File: src/rtl/lock_key_pkg.sv
// Shared types and constants for the key loader and its serial shift register.
package lock_key_pkg;

  // Default width of the key bus feeding the locked netlist.
  localparam int LK_KEY_WIDTH = 16;

  // Width of the consecutive-failure counter.
  localparam int FAIL_CNT_W = 4;

  // Loader states.
  typedef enum logic [2:0] {
    IDLE    = 3'd0,
    SHIFT   = 3'd1,
    CHECK   = 3'd2,
    ARMED   = 3'd3,
    LOCKOUT = 3'd4
  } lk_state_t;

  // One step of a running even-parity accumulator.
  function automatic logic parity_step(input logic acc, input logic bit_in);
    return acc ^ bit_in;
  endfunction

endpackage

File: src/rtl/key_shift_reg.sv
// LSB-first serial-in / parallel-out register with a running parity bit.
// A data shift stores the bit and folds it into the parity; a parity-only
// step folds the trailing parity beat in without disturbing the data.
module key_shift_reg
  import lock_key_pkg::*;
#(
  parameter int WIDTH = LK_KEY_WIDTH
) (
  input  logic             clk,
  input  logic             rst_n,
  input  logic             i_clr,
  input  logic             i_shift,
  input  logic             i_par_only,
  input  logic             i_bit,
  output logic [WIDTH-1:0] o_data,
  output logic             o_parity
);

  logic [WIDTH-1:0] r_data;
  logic             r_parity;

  // Shift new bits in at the MSB so the first bit ends up in bit 0.
  always_ff @(posedge clk or negedge rst_n) begin
    if (!rst_n) begin
      r_data   <= {WIDTH{1'b0}};
      r_parity <= 1'b0;
    end else if (i_clr) begin
      r_data   <= {WIDTH{1'b0}};
      r_parity <= 1'b0;
    end else if (i_shift) begin
      r_data   <= {i_bit, r_data[WIDTH-1:1]};
      r_parity <= parity_step(r_parity, i_bit);
    end else if (i_par_only) begin
      r_data   <= r_data;
      r_parity <= parity_step(r_parity, i_bit);
    end else begin
      r_data   <= r_data;
      r_parity <= r_parity;
    end
  end

  assign o_data   = r_data;
  assign o_parity = r_parity;

endmodule

File: src/rtl/lock_key_loader.sv
// Serial key provisioning stage: receives a parity-protected key over a
// valid/ready stream, arms it onto a stable parallel bus, drives a decoy
// otherwise, and locks out after repeated bad loads.
module lock_key_loader
  import lock_key_pkg::*;
#(
  parameter int                  KEY_WIDTH = LK_KEY_WIDTH,
  parameter logic [KEY_WIDTH-1:0] DECOY_KEY = {KEY_WIDTH{1'b0}},
  parameter int                  MAX_FAILS = 3
) (
  input  logic                  clk,
  input  logic                  rst_n,
  input  logic                  start,
  input  logic                  s_valid,
  input  logic                  s_data,
  output logic                  s_ready,
  input  logic                  zeroize,
  output logic [KEY_WIDTH-1:0]  key_out,
  output logic                  key_valid,
  output logic                  load_err,
  output logic                  locked,
  output logic [FAIL_CNT_W-1:0] fail_cnt
);

  localparam int CNT_W = $clog2(KEY_WIDTH + 1);

  lk_state_t               r_state;
  lk_state_t               w_state_nxt;
  logic [CNT_W-1:0]        r_cnt;
  logic [CNT_W-1:0]        w_cnt_nxt;
  logic [KEY_WIDTH-1:0]    r_hold;
  logic [KEY_WIDTH-1:0]    w_hold_nxt;
  logic [FAIL_CNT_W-1:0]   r_fail;
  logic [FAIL_CNT_W-1:0]   w_fail_nxt;
  logic [FAIL_CNT_W-1:0]   w_fail_inc;
  logic                    w_err_nxt;
  logic                    w_clr;
  logic                    w_shift;
  logic                    w_par_only;
  logic [KEY_WIDTH-1:0]    w_sr_data;
  logic                    w_sr_parity;
  logic                    r_s_ready;
  logic                    r_key_valid;
  logic                    r_load_err;
  logic                    r_locked;
  logic [KEY_WIDTH-1:0]    r_key_out;

  key_shift_reg #(
    .WIDTH (KEY_WIDTH)
  ) u_shift (
    .clk        (clk),
    .rst_n      (rst_n),
    .i_clr      (w_clr),
    .i_shift    (w_shift),
    .i_par_only (w_par_only),
    .i_bit      (s_data),
    .o_data     (w_sr_data),
    .o_parity   (w_sr_parity)
  );

  assign w_fail_inc = r_fail + {{(FAIL_CNT_W-1){1'b0}}, 1'b1};

  // Next-state, shift-control and bookkeeping logic; zeroize outranks everything but lockout.
  always_comb begin
    w_state_nxt = r_state;
    w_cnt_nxt   = r_cnt;
    w_hold_nxt  = r_hold;
    w_fail_nxt  = r_fail;
    w_err_nxt   = 1'b0;
    w_clr       = 1'b0;
    w_shift     = 1'b0;
    w_par_only  = 1'b0;
    if (zeroize && (r_state != LOCKOUT)) begin
      w_state_nxt = IDLE;
      w_cnt_nxt   = {CNT_W{1'b0}};
      w_hold_nxt  = {KEY_WIDTH{1'b0}};
      w_clr       = 1'b1;
    end else begin
      case (r_state)
        IDLE, ARMED: begin
          if (start) begin
            w_state_nxt = SHIFT;
            w_cnt_nxt   = {CNT_W{1'b0}};
            w_clr       = 1'b1;
          end else begin
            w_state_nxt = r_state;
          end
        end
        SHIFT: begin
          if (s_valid) begin
            if (r_cnt == CNT_W'(KEY_WIDTH)) begin
              w_par_only  = 1'b1;
              w_state_nxt = CHECK;
            end else begin
              w_shift   = 1'b1;
              w_cnt_nxt = r_cnt + {{(CNT_W-1){1'b0}}, 1'b1};
            end
          end else begin
            w_state_nxt = SHIFT;
          end
        end
        CHECK: begin
          if (!w_sr_parity) begin
            w_hold_nxt  = w_sr_data;
            w_fail_nxt  = {FAIL_CNT_W{1'b0}};
            w_state_nxt = ARMED;
          end else begin
            w_err_nxt  = 1'b1;
            w_fail_nxt = w_fail_inc;
            if (w_fail_inc == FAIL_CNT_W'(MAX_FAILS)) begin
              w_state_nxt = LOCKOUT;
            end else begin
              w_state_nxt = IDLE;
            end
          end
        end
        LOCKOUT: begin
          w_state_nxt = LOCKOUT;
        end
        default: begin
          w_state_nxt = IDLE;
        end
      endcase
    end
  end

  // State, counters and registered outputs; outputs decode the next state so they align with it.
  always_ff @(posedge clk or negedge rst_n) begin
    if (!rst_n) begin
      r_state     <= IDLE;
      r_cnt       <= {CNT_W{1'b0}};
      r_hold      <= {KEY_WIDTH{1'b0}};
      r_fail      <= {FAIL_CNT_W{1'b0}};
      r_s_ready   <= 1'b0;
      r_key_valid <= 1'b0;
      r_load_err  <= 1'b0;
      r_locked    <= 1'b0;
      r_key_out   <= DECOY_KEY;
    end else begin
      r_state     <= w_state_nxt;
      r_cnt       <= w_cnt_nxt;
      r_hold      <= w_hold_nxt;
      r_fail      <= w_fail_nxt;
      r_s_ready   <= (w_state_nxt == SHIFT);
      r_key_valid <= (w_state_nxt == ARMED);
      r_load_err  <= w_err_nxt;
      r_locked    <= (w_state_nxt == LOCKOUT);
      r_key_out   <= (w_state_nxt == ARMED) ? w_hold_nxt : DECOY_KEY;
    end
  end

  assign s_ready   = r_s_ready;
  assign key_valid = r_key_valid;
  assign load_err  = r_load_err;
  assign locked    = r_locked;
  assign fail_cnt  = r_fail;
  assign key_out   = r_key_out;

endmodule

File: config.mk
export PLATFORM = sky130hd
export DESIGN_NAME = lock_key_loader
export DESIGN_NICKNAME = d
export VERILOG_FILES = /design/src/rtl/lock_key_pkg.sv /design/src/rtl/key_shift_reg.sv /design/src/rtl/lock_key_loader.sv
export SDC_FILE = /design/constraint.sdc
export NUM_CORES = 1
export LEC_CHECK = 0
export ABC_AREA = 1
export CAP_MARGIN = 20
export CORE_AREA = 2 2 80 97
export CTS_CLUSTER_DIAMETER = 150
export DETAILED_ROUTE_END_ITERATION = 8
export DIE_AREA = 0 0 82 99
export PLACE_DENSITY_LB_ADDON = 0.2
export SLEW_MARGIN = 20
export SYNTH_ARGS = -nofsm -noshare
export SYNTH_HDL_FRONTEND = slang
export SYNTH_SLANG_ARGS = --single-unit
File: constraint.sdc
create_clock -name clk -period 1.3 [get_ports clk]
set_input_delay 0.325 -clock clk [delete_from_list [all_inputs] [get_ports clk]]
set_output_delay 0.325 -clock clk [all_outputs]
set_load 0.01 [all_outputs]
==> impl_results.md, run 1 <==
- Outcome: finished, violations left
- Violations in the final reports: setup timing
- Total area of multi-input combinational cells: 1280 µm²
- Highest attainable clock frequency: 0.685 GHz
- DR vias: ~2200
- Wire length after detailed routing: 6170 µm
- Largest vdd supply drop: 0.000663 V
- Synthesized area per cell: 9.39 µm²
- Critical Path Fanout Max: 8
- Final setup margin: -0.160 ns
- Worst relative slew slack: 0.748
- Sequential power share: 0.488
- Sw Ratio: 0.259
- Switching power: 0.00109 W
- Pre-CTS WS: -0.415 ns
- Combinational fraction of design power: 0.106
- Placer congestion estimate: 0.792
- Post-DR vias/cell: 4.59
- Number of inserted filler cells in the final layout: between 600 and 700
- Number of enable flip-flop cells after synthesis: 0
- Final critical delay including setup and external delays: 1.46 ns
- Effective utilization at floorplan: 0.391
- Unrepaired setup endpoints after global routing: yes
- Cell area after synthesis: between 2000 and 3000 µm²
- Setup violation total in the final timing report: 57
- Number of DRC markers after the initial detailed-route iteration: 90
- Wirelength per Cell: ~13 µm
- Internal power: ~0.0031 W
- Part of the cycle the worst path needs: 1.12
- GRT Util Overall: 0.169
- Worst EP arrival: ~1.8 ns
- H-tree levels: 3
- Count of final hold-check violations: 0
- Maximum capacitance violations: 0
- CTS tree: yes
- Final antenna-violating net count: 0
- Total Nets Final: 392
- GR Overflow Total: 0
- Post-Syn Nets: 308
- Pin count of the biggest net entering global routing: 66
- Area inside the core boundary: 7150 µm²
- Seq. cell area: roughly 1600 µm²
- Layout Area Growth over Synthesis: 45.3%
- Number of placement rows: 34
- Dpl cell area: 3500 µm²
- Source-to-sink clock delay at the later pin of the worst-skew pair: 0.35 ns
- Vias in the first global route: 2147
- Clock input transition at the sequential cells of the worst setup and hold paths: roughly 0.080 ns
- Die extent in y: 99 µm
- Clock Power Share: 0.406
- Synth Instances: 298
- Most used flip-flop cell after synthesis: sky130_fd_sc_hd__dfrtp_1
- Data required, critical path: about 1.6 ns
- Number of buffers between clock root and the deepest sink: 2
- Count of different cell masters after synthesis: 26
- Power density over the cells: between 1000 and 1500 nW/µm²
- Share of synthesized registers carrying an async set or reset: 1.00
- Cell at the root of the clock tree: sky130_fd_sc_hd__clkbuf_8
- Leakage dissipation: 1.97 nW
- HPWL Detailed: 3610 µm
- Sequential cell area fraction in the yosys report: 0.581
- Number of clock sinks seen by CTS: 65
- Final Slew Violations: 0
- Ant. Diodes: 0
- Clock tree skew after final layout: 0.00807 ns
- Critical setup path kind: reg -> reg
- Die Outline Area: a little over 8000 µm²
- Yosys reg bits: 65
- Fraction of final layout cells sized beyond drive strength 1: 0.463
- Setup Total Neg Slack: -6.10 ns
- Wire length of the first global-routing pass: 10100 µm
- Worst Setup Start Kind: flip-flop
- I/O Buffers: 29
- CP endpoint kind: flip-flop
- DR pass1 iterations: 4
- Worst-margin pin slew: between 0.3 and 0.4 ns
- Initial antenna violation count: 0
- Number of remaining DRC errors: 0
- HP Class: reg -> reg
- TritonCTS buffer count: 9
- Warning count from the yosys run: 0
- Num ports: 30
- Final std cell area, no fill: 4070 µm²
- X dimension of the die: 82 µm
==> power by group through the flow <==
stage,sequential (W),clock [W],combinational (W)
2_1_floorplan,0.00211,0,0.000148
3_3_place_gp,0.00210,0,0.000348
3_5_place_dp,0.00210,0,0.000351
4_1_cts,0.00206,0.00174,0.000423
5_1_grt,0.00206,0.00183,0.000484
6_report,0.00206,0.00171,0.000445
==> Yosys cell counts, types with 2 or more instances <==
master	number	area [µm²]
sky130_fd_sc_hd__or2_2	2	12.5
sky130_fd_sc_hd__dfrtp_1	65	1630
sky130_fd_sc_hd__buf_2	2	10.0
sky130_fd_sc_hd__nor2_4	3	33.8
sky130_fd_sc_hd__o21ai_1	6	30.0
sky130_fd_sc_hd__a21oi_1	3	15.0
sky130_fd_sc_hd__nor3_2	16	160
sky130_fd_sc_hd__xor2_1	2	17.5
sky130_fd_sc_hd__nor2_2	3	18.8
sky130_fd_sc_hd__o21ai_0	5	25.0
sky130_fd_sc_hd__inv_1	20	75.1
sky130_fd_sc_hd__nand2_1	80	300
sky130_fd_sc_hd__inv_2	13	48.8
sky130_fd_sc_hd__ha_1	4	50.1
sky130_fd_sc_hd__nor2_1	51	191
sky130_fd_sc_hd__nand3_1	5	25.0
sky130_fd_sc_hd__nand4_1	4	25.0
sky130_fd_sc_hd__buf_4	5	37.5
sky130_fd_sc_hd__xnor2_1	2	17.5
==> final timing paths <==
check	start	endpoint	slack [ns]	cells after the start
setup / recovery	r_state[0]	key_out[14]	-0.16	8
hold / removal	u_shift.o_data[0]	u_shift.o_data[0]	0.49	2
setup reg to reg	r_state[0]	key_out[14]	-0.16	8
hold reg to reg	u_shift.o_data[0]	u_shift.o_data[0]	0.49	2
max in group asynchronous	rst_n	r_state[0]	0.48	3
min in group asynchronous	rst_n	r_hold[11]	0.52	3
==> worst max-delay path, stage by stage, from the launching register on <==
cell and delay (ns):
sky130_fd_sc_hd__dfrtp_2 0.47, sky130_fd_sc_hd__buf_6 0.14, sky130_fd_sc_hd__nor2_4 0.10, sky130_fd_sc_hd__nand2_4 0.10
sky130_fd_sc_hd__inv_8 0.10, sky130_fd_sc_hd__a21oi_2 0.05, sky130_fd_sc_hd__nand2_4 0.15, sky130_fd_sc_hd__nand3_4 0.17
sky130_fd_sc_hd__nor2_2 0.13
==> registers in the layout, summed over array words and instances (netlist names) <==
register and flops:
fail_cnt 4, locked 1, u_shift.o_parity 1, r_hold 16, r_cnt 5, load_err 1
r_state 3, u_shift.o_data 16, key_valid 1, key_out 16, s_ready 1
==> cell usage in the layout (no fill, tap or decap), types with 4 or more instances in the layout <==
cell type                         Yosys  routed
sky130_fd_sc_hd__clkdlybuf4s15_1      0      10
sky130_fd_sc_hd__buf_12               0       5
sky130_fd_sc_hd__o21ai_1              6       9
sky130_fd_sc_hd__clkbuf_2             0      12
sky130_fd_sc_hd__nand2_1             80      71
sky130_fd_sc_hd__nand2_4              1       5
sky130_fd_sc_hd__nand4_1              4       4
sky130_fd_sc_hd__clkdlybuf4s50_1      0       4
sky130_fd_sc_hd__ha_1                 4       4
sky130_fd_sc_hd__buf_6                1      11
sky130_fd_sc_hd__nor3_4               0      10
sky130_fd_sc_hd__nor3_2              16       7
sky130_fd_sc_hd__dfrtp_1             65      62
sky130_fd_sc_hd__nor2_1              51      18
sky130_fd_sc_hd__inv_1               20      16
sky130_fd_sc_hd__clkbuf_8             0       9
sky130_fd_sc_hd__nor2_4               3      12
sky130_fd_sc_hd__buf_4                5      32
sky130_fd_sc_hd__nand2_2              0       5
sky130_fd_sc_hd__nor2_2               3      27
sky130_fd_sc_hd__inv_2               13      16
==> metal layers <==
metal | vias to the layer above | part of all wire | global-route usage | wire, µm
met5 | - | 0 | 0 | 0
met4 | 0 | 0.015 | 0.0615 | 95
met2 | 29 | 0.52 | 0.271 | 3210
li1 | 1096 | - | - | -
met3 | 9 | 0.032 | 0.0549 | 195
met1 | 1057 | 0.43 | 0.212 | 2660
==> what timing repair did <==
action	in CTS	in global routing
resized for setup	105	52
hold endpoints to repair	34	0
hold buffers	1	0
setup endpoints to repair	86	77
setup buffers	10	2
cloned	2	1
pin swaps	5	8
==> kinds of logic after synthesis <==
group	Yosys count	share of synthesized area
buf+inv	42	0.0675
flops	65	0.581
xor+xnor	4	0.0125
simple gates	168	0.290
fa+ha+maj	4	0.0179
compound gates	15	0.0309
==> per-stage QoR <==
| step | cells | hold WS [ns] | power [W] | util |
|---|---|---|---|---|
| after floorplan | 298 | 0.0294 | 0.00225 | - |
| after global placement | 447 | 0.371 | 0.00244 | 0.489 |
| after detailed placement | 447 | 0.370 | 0.00245 | 0.489 |
| after CTS | 474 | 0.492 | 0.00422 | 0.554 |
| after global routing | 477 | 0.523 | 0.00437 | 0.569 |
| final | 477 | 0.491 | 0.00422 | 0.569 |
==> layout make-up <==
cell class | count | area share
Multi-Input combinational cell | 193 | 0.314
Timing Repair Buffer | 79 | 0.176
Clock buffer | 9 | 0.0305
Inverter | 34 | 0.0339
Sequential cell | 65 | 0.401
Clock inverter | 7 | 0.0172
Tap cell | 90 | 0.0277
Note: power is estimated with default switching activity, not from simulation.
==> run 2, diff against run 1 <==
Settings changed: DONT_BUFFER_PORTS from default to 1, SKIP_CTS_REPAIR_TIMING from default to 1, SLEW_MARGIN 20 to default.
==> run 2 against run 1 <==
Effect of this change: the flow finishes with violations (hold timing, setup timing); cell area is 3.1% lower; sequential power barely moved; hold slack got worse by 0.83 ns; critical path depth rose by 3; via count shrank 3.1%; largest cell class unchanged; highest routed layer unchanged.
==> impl_results.md, run 2 (synthesis gave the netlist of run 1 again) <==
- Worst relative slew slack: 0.758 (+0.00979)
- Pin count of the biggest net entering global routing: 66 (unchanged)
- Most frequent cells in the layout: 61 x sky130_fd_sc_hd__dfrtp_1, 60 x sky130_fd_sc_hd__nand2_1, 27 x sky130_fd_sc_hd__nor2_1, 27 x sky130_fd_sc_hd__buf_4, 18 x sky130_fd_sc_hd__nor2_2
- I/O Buffers: 0 (-100%)
- CP endpoint kind: flip-flop
- Die extent in y: 99 µm (unchanged)
- Final setup margin: -0.248 ns (-0.0871 ns)
- Leakage dissipation: 1.87 nW (-5.3%)
- Sw Ratio: 0.266 (+0.00717)
- TritonCTS buffer count: 9 (unchanged)
- Number of DRC markers after the initial detailed-route iteration: 123 (+37%)
- Effective utilization at floorplan: 0.391 (unchanged)
- Final std cell area, no fill: 3940 µm² (-3.1%)
- Vias in the first global route: 1982 (-7.7%)
- Layout Area Growth over Synthesis: 40.8%
- Number of clock sinks seen by CTS: 65 (unchanged)
- Highest attainable clock frequency: 0.646 GHz (-5.6%)
- Unrepaired setup endpoints after global routing: yes
- Final critical delay including setup and external delays: 1.55 ns (+0.0871 ns)
- Worst reg2reg path depth: 11 (+3)
- Clock input transition at the sequential cells of the worst setup and hold paths: 0.08 ns (about the same)
- Final antenna-violating net count: 0 (unchanged)
- Largest vdd supply drop: 0.000518 V (-22%)
- Number of remaining DRC errors: 0 (unchanged)
- Layout Cells excl Fill: 441 (-7.5%)
- Source-to-sink clock delay at the later pin of the worst-skew pair: 0.35 ns (about the same)
- Total Nets Final: 356 (-9.2%)
- Critical Path Fanout Max: 11 (+3)
- Worst hold slack across all endpoints: -0.338 ns (-0.830 ns)
- Wire length of the first global-routing pass: 9380 µm (-7.4%)
- Number of inserted filler cells in the final layout: 614 (-5.4%)
- Setup violation total in the final timing report: 63 (+11%)
- Num ports: 30 (unchanged)
- Clock tree skew after final layout: 0.0145 ns (+0.00646 ns)
- Area inside the core boundary: 7150 µm² (unchanged)
- Critical setup path kind: reg -> reg
- CTS tree: yes
- Switching power: 0.00108 W (-1.6%)
- Wire length after detailed routing: 6520 µm (+5.7%)
- Fraction of final layout cells sized beyond drive strength 1: 0.473 (+0.0104)
- Final Slew Violations: 0 (unchanged)
- Outcome: finished, violations left
- GR Overflow Total: 0 (unchanged)
- DR vias: 2122 (-3.1%)
- Internal power: 0.00296 W (-5.2%)
- Power density over the cells: 1020 nW/µm² (-1.2%)
- GRT Util Overall: 0.155 (-0.0143)
- Data required, critical path: 1.59 ns (about the same)
- HPWL Detailed: 3520 µm (-2.6%)
- Most common cell after layout, fill and taps aside: sky130_fd_sc_hd__dfrtp_1
- H-tree levels: 3 (unchanged)
- Worst EP arrival: 1.83 ns (+0.08 ns)
- Placer congestion estimate: 0.832 (+5.1%)
- Die Outline Area: 8120 µm² (unchanged)
- DR pass1 iterations: 4 (unchanged)
- HP Class: in -> async
- Sequential power share: 0.514 (+0.026)
- Part of the cycle the worst path needs: 1.19 (+0.0670)
- Combinational fraction of design power: 0.093 (-0.013)
- Number of placement rows: 34 (unchanged)
- Number of buffers between clock root and the deepest sink: 2 (unchanged)
- Worst Setup Start Kind: flip-flop
- Worst setup slack for register-to-register paths: -0.25 ns (-0.09 ns)
- Dpl cell area: 3130 µm² (-10%)
- Number of cells in the design after placement: 404 (-9.6%)
- Cell at the root of the clock tree: sky130_fd_sc_hd__clkbuf_8
- Violations in the final reports: hold timing, setup timing
- X dimension of the die: 82 µm (unchanged)
- Fraction of the core area covered by cells at the end of the flow: 0.551 (-0.0175)
- Post-DR vias/cell: 4.81 (+4.8%)
- Capturing point of the worst reg2reg path: u_shift.o_data[13]
- Clock Power Share: 0.394 (-0.012)
- Total area of multi-input combinational cells: 1380 µm² (+8.0%)
- Maximum capacitance violations: 0 (unchanged)
- Count of final hold-check violations: 65 (+65)
- Critical register-to-register path startpoint: r_cnt[0]
- Wirelength per Cell: 14.8 µm (+14%)
- Worst-margin pin slew: 0.362 ns (-0.0146 ns)
- Initial antenna violation count: 0 (unchanged)
- Setup Total Neg Slack: -11.05 ns (-4.96 ns)
- Seq. cell area: 1630 µm² (about the same)
- Ant. Diodes: 0 (unchanged)
run 2: through the flow:
| step | worst slack (ns) | total power [W] |
|---|---|---|
| after floorplan | -0.0742 | 0.00225 |
| after global placement | -0.196 | 0.00233 |
| after detailed placement | -0.244 | 0.00233 |
| after CTS | -0.267 | 0.00392 |
| after global routing | -0.333 | 0.00422 |
| final | -0.248 | 0.00404 |
run 2: layout make-up:
class                           instances  area share
Inverter                               34      0.0349
Timing Repair Buffer                   43       0.127
Multi-Input combinational cell        193       0.350
Clock inverter                          6      0.0108
Tap cell                               90      0.0286
Sequential cell                        65       0.414
Clock buffer                           10      0.0349
run 2: layer usage:
metal / GRT usage / up-vias / routed length, µm / part of all wire
li1: - / 1029 / - / -
met4: 0.0692 / 0 / 60 / 0.0092
met2: 0.235 / 29 / 3340 / 0.51
met5: 0 / - / 0 / 0
met3: 0.0540 / 4 / 252 / 0.039
met1: 0.198 / 1060 / 2860 / 0.44
run 2: critical path, cell delays in order, from the launching register on:
cell                        delay (ns)
sky130_fd_sc_hd__dfrtp_1          0.40
sky130_fd_sc_hd__inv_2            0.08
sky130_fd_sc_hd__ha_4             0.13
sky130_fd_sc_hd__nand2_2          0.04
sky130_fd_sc_hd__inv_2            0.06
sky130_fd_sc_hd__nand2_4          0.06
sky130_fd_sc_hd__nand3_4          0.11
sky130_fd_sc_hd__nand2_4          0.06
sky130_fd_sc_hd__nor2_4           0.22
sky130_fd_sc_hd__clkbuf_16        0.20
sky130_fd_sc_hd__nand2_1          0.05
sky130_fd_sc_hd__nand2_1          0.05
run 2: worst max-delay path by stage:
stage / depth (start not counted) / endpoint / slack [ns] / startpoint
2_1_floorplan: 11 / r_cnt[2] / -0.07 / r_cnt[0]
3_3_place_gp: 8 / key_out[15] / -0.20 / r_state[1]
3_5_place_dp: 11 / key_out[7] / -0.24 / r_cnt[0]
4_1_cts: 11 / key_out[7] / -0.27 / r_cnt[0]
5_1_grt: 11 / u_shift.o_data[13] / -0.33 / r_cnt[0]
6_report: 11 / u_shift.o_data[13] / -0.25 / r_cnt[0]
run 2: power groups by stage:
stage | combinational, W | clock [W] | sequential [W]
CTS | 0.000221 | 0.00163 | 0.00207
detailed placement | 0.000221 | 0 | 0.00211
finish | 0.000374 | 0.00159 | 0.00207
floorplan | 0.000148 | 0 | 0.00211
global placement | 0.000218 | 0 | 0.00211
global route | 0.000400 | 0.00174 | 0.00208
